===== src/rtl/serial_chan_arb.sv =====
// serial_chan_arb: round-robin arbiter/sequencer for one shared
// loadable-counter serial buffer channel. Grants one of two requesters,
// loads the channel counter with the latched length, holds the channel
// until carry-out, and recovers via a watchdog if carry-out never arrives.
module serial_chan_arb #(
  parameter int unsigned LEN_W    = 8,
  parameter int unsigned WD_LIMIT = 258
) (
  input  logic             clk,
  input  logic             rst,
  input  logic             req0,
  input  logic             req1,
  input  logic [LEN_W-1:0] len0,
  input  logic [LEN_W-1:0] len1,
  input  logic             abort,
  input  logic             co,
  output logic             ld,
  output logic             en_cnt,
  output logic             en_tri,
  output logic [LEN_W-1:0] PI,
  output logic [1:0]       gnt,
  output logic             busy,
  output logic [1:0]       done,
  output logic             err
);

  localparam int unsigned WD_W = $clog2(WD_LIMIT + 1);

  typedef enum logic [2:0] {
    IDLE = 3'd0,
    LOAD = 3'd1,
    XFER = 3'd2,
    DONE = 3'd3,
    ERR  = 3'd4
  } state_t;

  state_t            state, state_d;
  logic [LEN_W-1:0]  len_q;
  logic [1:0]        gnt_q;
  logic [WD_W-1:0]   wd_cnt;
  // prefer1: requester 1 wins the next tie (set when requester 0 was served last)
  logic              prefer1;

  logic              grant;
  logic              ptr_upd;
  logic [1:0]        win;

  // Next-state decode, arbitration winner and bookkeeping strobes
  always_comb begin
    state_d = state;
    grant   = 1'b0;
    ptr_upd = 1'b0;
    if (req0 && req1) win = prefer1 ? 2'b10 : 2'b01;
    else if (req1)    win = 2'b10;
    else              win = 2'b01;
    case (state)
      IDLE: begin
        if (req0 || req1) begin
          grant   = 1'b1;
          state_d = LOAD;
        end
      end
      LOAD: begin
        if (abort) begin
          state_d = IDLE;
          ptr_upd = 1'b1;
        end else begin
          state_d = XFER;
        end
      end
      XFER: begin
        // abort beats co beats watchdog
        if (abort) begin
          state_d = IDLE;
          ptr_upd = 1'b1;
        end else if (co) begin
          state_d = DONE;
        end else if (wd_cnt == WD_W'(WD_LIMIT - 1)) begin
          state_d = ERR;
        end
      end
      DONE, ERR: begin
        state_d = IDLE;
        ptr_upd = 1'b1;
      end
      default: state_d = IDLE;
    endcase
  end

  // State, latched grant/length, watchdog and fairness pointer
  always_ff @(posedge clk) begin
    if (!rst) begin
      state   <= IDLE;
      len_q   <= '0;
      gnt_q   <= '0;
      wd_cnt  <= '0;
      prefer1 <= 1'b0;
    end else begin
      state <= state_d;
      if (grant) begin
        gnt_q <= win;
        len_q <= win[1] ? len1 : len0;
      end
      if (state == LOAD)      wd_cnt <= '0;
      else if (state == XFER) wd_cnt <= wd_cnt + 1'b1;
      if (ptr_upd) prefer1 <= gnt_q[0];
    end
  end

  // Outputs decoded purely from registered state; no input-to-output path
  always_comb begin
    busy   = (state != IDLE);
    ld     = (state == LOAD);
    en_cnt = (state == XFER);
    en_tri = (state == XFER);
    PI     = (state == LOAD || state == XFER) ? len_q : '0;
    gnt    = busy ? gnt_q : 2'b00;
    done   = (state == DONE) ? gnt_q : 2'b00;
    err    = (state == ERR);
  end

endmodule


===== config.mk =====
export PLATFORM = sky130hd
export DESIGN_NAME = serial_chan_arb
export DESIGN_NICKNAME = d
export VERILOG_FILES = /design/src/rtl/serial_chan_arb.sv
export SDC_FILE = /design/constraint.sdc
export NUM_CORES = 1
export LEC_CHECK = 0
export CAP_MARGIN = 15
export CORE_UTILIZATION = 49
export CTS_CLUSTER_SIZE = 20
export DETAILED_ROUTE_END_ITERATION = 8
export DONT_BUFFER_PORTS = 1
export PLACE_DENSITY = 0.64
export SKIP_CTS_REPAIR_TIMING = 1
export SYNTH_ARGS = -nofsm -noshare
export SYNTH_HDL_FRONTEND = slang
export SYNTH_SLANG_ARGS = --single-unit

===== constraint.sdc =====
create_clock -name clk -period 1.7 [get_ports clk]
set_input_delay 0.51 -clock clk [delete_from_list [all_inputs] [get_ports clk]]
set_output_delay 0.51 -clock clk [all_outputs]
set_load 0.005 [all_outputs]

==> flow_summary_export.csv <==
group,metric,value,unit
sta,grt_setup_unrepaired,"yes",
sta,period_needed,1.83,ns
status,violations,"negative setup slack",
global_routing,grt_antenna_before_repair,0,
cts,cts.sinks,23,
setup_path,rrSetupSlack,-0.05,ns
drt,vias,1121,
logic_synthesis,synth_top_area_share,36.7,%
floorplanning,dieArea,2770,um^2
drt,ant_nets,0,
power_and_ir_drop,power_density,712,nW/um^2
sta,period_share,107,%
power_and_ir_drop,power_frac_comb,18.1,%
cells_and_area,area_delta_synth_final,16.4,%
power_and_ir_drop,switching_share,27.9,%
drt,routedWlPerCell,15.5,um
floorplanning,rows,17,
placed_design,place.gp.congestion,0.735,
sta,hold_viol,0,
hold_path,holdCritPathClass,"in -> reg",
cts,cts_tree,"yes",
cts,clk_root_buffer_cell,"clkbuf_4",
logic_synthesis,async_reset_ff_share,0,%
floorplanning,die_h,52.6,um
sta,whs,0.309,ns
setup_path,timing.rr.end,"len_q[1]",
setup_path,crit_path_start_kind,"flip-flop",
logic_synthesis,synth.avg_cell_area,8.60,um^2
drt,drt_iter0_markers,9,
setup_path,cpPeakStageDelay,0.42,ns
cts,htree_levels,1,
global_routing,grt_overflow,0,
power_and_ir_drop,p_int,0.751,mW
global_routing,grt_max_degree,16,
cts,cts_made_buffers,3,
cells_and_area,n_fill_cell,204,
cells_and_area,n_antenna_cell,0,
cts,clk_pin_slew,0.13,ns
sta,fmax,0.548,GHz
drt,dr.pass1.iters,4,
logic_synthesis,synth_area,1260,um^2
hold_path,holdPathEnd,"gnt_q[1]",
drt,drc_errors,0,
hold_path,hp-start,"rst",
setup_path,crit_chain,"buf_4 -> or3b_4 -> inv_2",
cts,clk_latency,0.32,ns
power_and_ir_drop,p_clk_share,25.1,%
logic_synthesis,yosysWarnings,0,
setup_path,reg2reg_depth,5,
setup_path,crit_type,"reg -> out",
power_and_ir_drop,p_sw,0.291,mW
placed_design,placedCellCount,174,
cells_and_area,ff_latch_area,472,um^2
floorplanning,die_w,52.6,um
cells_and_area,final_cell_count_no_fill,182,
sta,finalClockSkew,0.00482,ns
setup_path,crit_path_end_kind,"output port",
power_and_ir_drop,p_leak,0.516,nW
cells_and_area,multiInputGateArea,805,um^2
logic_synthesis,synth-seq-area-share,36.7,%
sta,relSlewSlack,77.9,%
flow_run,max-cap-violations,0,
global_routing,grt_use_total,20.4,%
setup_path,crit_required,1.19,ns
logic_synthesis,syn_nets,170,
power_and_ir_drop,power.share.sequential,56.8,%
cells_and_area,final_cell_mix,"dfxtp_1, nand2_1, buf_4",
sta,fin_ws,-0.126,ns
status,status,"complete, but fails checks",
floorplanning,io_pins,39,
sta,finalMaxSlewViolations,0,
sta,fin_tns_setup,-1.33,ns
logic_synthesis,synth.area.top_cells,"dfxtp_1, a221o_1, and2_1, nand2_1, a21oi_1",
cts,cts_buffer_depth,2,
setup_path,reg2reg_from,"state[1]",
power_and_ir_drop,peakVddDrop,0.564,mV
cells_and_area,final_common_cell,"dfxtp_1",
logic_synthesis,synth_area_leader_cell,"dfxtp_1",
power_and_ir_drop,p_total,1.04,mW
cells_and_area,drive_above_1_share,27.3,%
placed_design,port_buffers,0,
logic_synthesis,yosysUniqueCellTypes,46,
floorplanning,initial_core_util,54.2,%
sta,setup_viol,20,
setup_path,critPathMaxFanout,6,
cells_and_area,finalNetCount,179,
logic_synthesis,ys_seq_elements,23,
logic_synthesis,syn-instance-count,146,
placed_design,dp_hpwl,1960,um
global_routing,grt_pass1_vias,943,
setup_path,crit_slowest_cell,"dfxtp_4",
global_routing,grt_pass1_wl,4210,um
hold_path,min_delay_path_depth,1,
logic_synthesis,yosys_most_used_dff,"dfxtp_1",
sta,tightestPinTransition,0.323,ns
logic_synthesis,synth_edf_count,0,
drt,drt-total-wl,2820,um
floorplanning,core_area,2320,um^2
drt,vias_per_cell,6.16,
setup_path,arrival,1.32,ns
-- sequential cells by signal, indices dropped and copies added (netlist names) --
name	flops
len_q	8
prefer1	1
wd_cnt	9
gnt_q	2
state	3
-- cell families (layout without fill, tap and decap cells) --
group                      after synthesis  count (layout)  synth area share [%]
and+or+nand+nor                         69              69                  33.2
adders and majority gates                2               2                  1.99
buffers and inverters                   13              21                  4.48
xor gates and xnor gates                 2               2                  1.39
DFF                                     23              23                  36.7
AOI/OAI and AO/OA                       37              37                  22.3
-- how the worst max path moves through the flow --
stage              from     end  cells after the start
3_3_place_gp   state[0]   PI[5]                      3
6_report       state[0]      ld                      3
3_5_place_dp   state[0]   PI[4]                      3
4_1_cts        state[0]   PI[4]                      3
2_1_floorplan  state[1]  en_tri                      3
5_1_grt        state[0]   PI[1]                      3
-- per-stage QoR --
stage	setup slack [ns]	utilization (%)	cell area (um^2)
floorplan	0.0644	-	1260
global placement	0.00765	56.8	1320
detailed placement	-0.0814	56.8	1320
CTS	-0.455	58.0	1350
global route	-0.194	63.1	1460
finish	-0.126	63.1	1460
-- power groups by stage --
stage               sequential, mW  clock, mW  combinational [mW]
floorplan                    0.596          0               0.122
global placement             0.600          0               0.149
detailed placement           0.602          0               0.151
CTS                          0.590      0.273               0.152
global route                 0.597      0.294               0.208
finish                       0.592      0.262               0.188
-- worst max-delay path: cells and delay by family, from the launching register on --
family	cells	cell delay [ns]
AND/OR/NAND/NOR	1	0.38
flip-flops	1	0.42
buffers and inverters	2	0.20
-- cell usage after synthesis, types with 2 or more instances --
library cell  number
nor2_1             7
a21oi_1            8
ha_1               2
nor3_1             8
o211ai_1           2
or4_1              3
nand2b_1           3
or3_1              2
a221o_1            8
nand3b_1           2
or4b_2             2
o31ai_1            5
xnor2_1            2
nor2b_1            2
and2_1            12
nand3_1            2
dfxtp_1           23
o21a_1             2
buf_2              3
o21ai_0            3
clkbuf_1           4
inv_1              4
nand2_1           14
-- layout make-up --
cell class              instances  share of cell area [%]
clock buffers                   3                    1.54
inverters                       4                    1.03
multi-input cells             110                    55.0
clock inverters                 1                   0.342
flip-flops and latches         23                    32.2
well taps                      28                    2.40
repair buffers                 13                    7.44
-- layer usage --
layer,vias up,wire length [um],track usage [%]
met5,-,0,0
met4,0,14,4.82
met3,2,153,7.83
met2,27,1310,31.9
met1,534,1350,26.3
li1,558,-,-
(Power assumes the default switching activity.)
==> edit (config.mk and constraints unchanged) <==
Change the parameter `LEN_W` from 8 to 16.
--- a/src/rtl/serial_chan_arb.sv
+++ b/src/rtl/serial_chan_arb.sv
@@ -4,5 +4,5 @@
 // until carry-out, and recovers via a watchdog if carry-out never arrives.
 module serial_chan_arb #(
-  parameter int unsigned LEN_W    = 8,
+  parameter int unsigned LEN_W    = 16,
   parameter int unsigned WD_LIMIT = 258
 ) (
Ports: changed (resized PI, len0 and len1); port bits go from 39 to 63. No check against the original RTL was run, so the function may have changed too.
==> edit against the unedited design <==
  * The flow still finishes with violations (negative setup slack)
  * First-iteration DRC count increased to 9.2 times the old value
  * Setup slack got worse by 0.046 ns
  * Sequential share of layout area down 2.2 points
  * Cell area increased by 44%
  * Critical endpoint is now PI[5]
  * Total power is 55% higher
  * Area after synthesis up 35%
  * Routed wire length up 52%
  * Highest routed layer unchanged
  * Cell count is 41% higher
  * Sequential cell count increased by 8
  * Count of clock-buffer cells in the layout rose by 3
==> edit: results <==
[status]
status = finished with violations
violations = negative setup slack

[global_route]
use_met1_pct = 29.8
grt_pass1_wl_microns = 6140
use_met3_pct = 7.46
track_usage_pct = 22.7
grt_util_met2_pct = 35.5
grt_start_max_net_pins = 25
grt_pass1_vias = 1340

[setup_path]
worstReg2RegStart = state[0]
critPathArrivalTime_ns = 1.36
startpoint = state[1]
rrSetupSlack_ns = 0.02
critPathMaxFanout = 8
reg2reg_to = len_q[13]
endpoint = PI[5]
critPathMaxStageDelay_ns = 0.39

[logic_synthesis]
synth_compound_area_share_pct = 21.6
synth_xor_xnor_area_share_pct = 0.518
synthesis.nets = 241
ys_top_cells_by_area = dfxtp_1 37%, a221o_1 9.5%, and2_1 7.8%
ys_types = 43
ys_top_cells_by_count = 31 x dfxtp_1, 23 x nand2_1, 21 x and2_1
synthMuxAreaShare_pct = 0.592
ys_seq_area_share_pct = 36.7
synth_fa_ha_area_share_pct = 1.48
syn_avg_cell_area_sq_um = 8.41

[route]
wire_per_inst_microns = 16.8
wl_met3_microns = 313
wl_met1_microns = 1850
wl_met2_microns = 2080
drtIter0Drc = 83
routed_via_density = 6.18

[placed_design]
post-place-ws_ns = 0.0566
gp_congestion = 0.854
hpwl_microns = 2780

[finish]
nNetsFinal = 252
drive_above_1_share_pct = 36.3
largestRegisters = len_q: 16 flops, wd_cnt: 9 flops, state: 3 flops
fillers = 273
final_cell_count_no_fill = 256

[sta]
relSlewSlack_pct = 67.0
setup_viol = 23
hold_slack_ns = 0.297
clock_skew_ns = 0.0141
fin_ws_ns = -0.172
timing.setup.tns_ns = -3.38

[clocking]
ctsHtreeMaxLevel = 2
clkTransAtPathRegs_ns = 0.10
cts_made_buffers = 5

[pwr]
p_leak_nw = 0.770
vdd_drop_max_mv = 0.445
edit: cell count changes in the layout (fill, tap and decap cells not counted), moves of 5 or more:
cell	delta
nor3_2	+10
buf_6	+5
and2_4	+12
dfxtp_1	+8
nand2_1	+9
a221o_1	+8
edit: kinds of logic (layout without fill, tap and decap cells):
group	after synthesis	in the layout
adder cells (fa/ha/maj)	2	2
buffers and inverters	23	34
multiplexers	1	1
XOR/XNOR	1	1
AND/OR/NAND/NOR	97	97
flip-flops	31	31
AO/OA/AOI/OAI	46	46
edit: layout make-up:
cell class | count | area [sq um] | share of cell area, %
repair buffers | 21 | 195 | 9.27
inverters | 6 | 25.0 | 1.19
well taps | 44 | 55.1 | 2.62
flip-flops and latches | 31 | 632 | 30.0
clock inverters | 1 | 5.00 | 0.238
clock buffers | 6 | 51.3 | 2.44
multi-input cells | 147 | 1140 | 54.2
edit: power by group:
group          leakage [nW]  switching (mW)  internal, mW
Combinational         0.480           0.172         0.185
Clock                0.0341           0.242         0.191
Sequential            0.256          0.0435         0.777
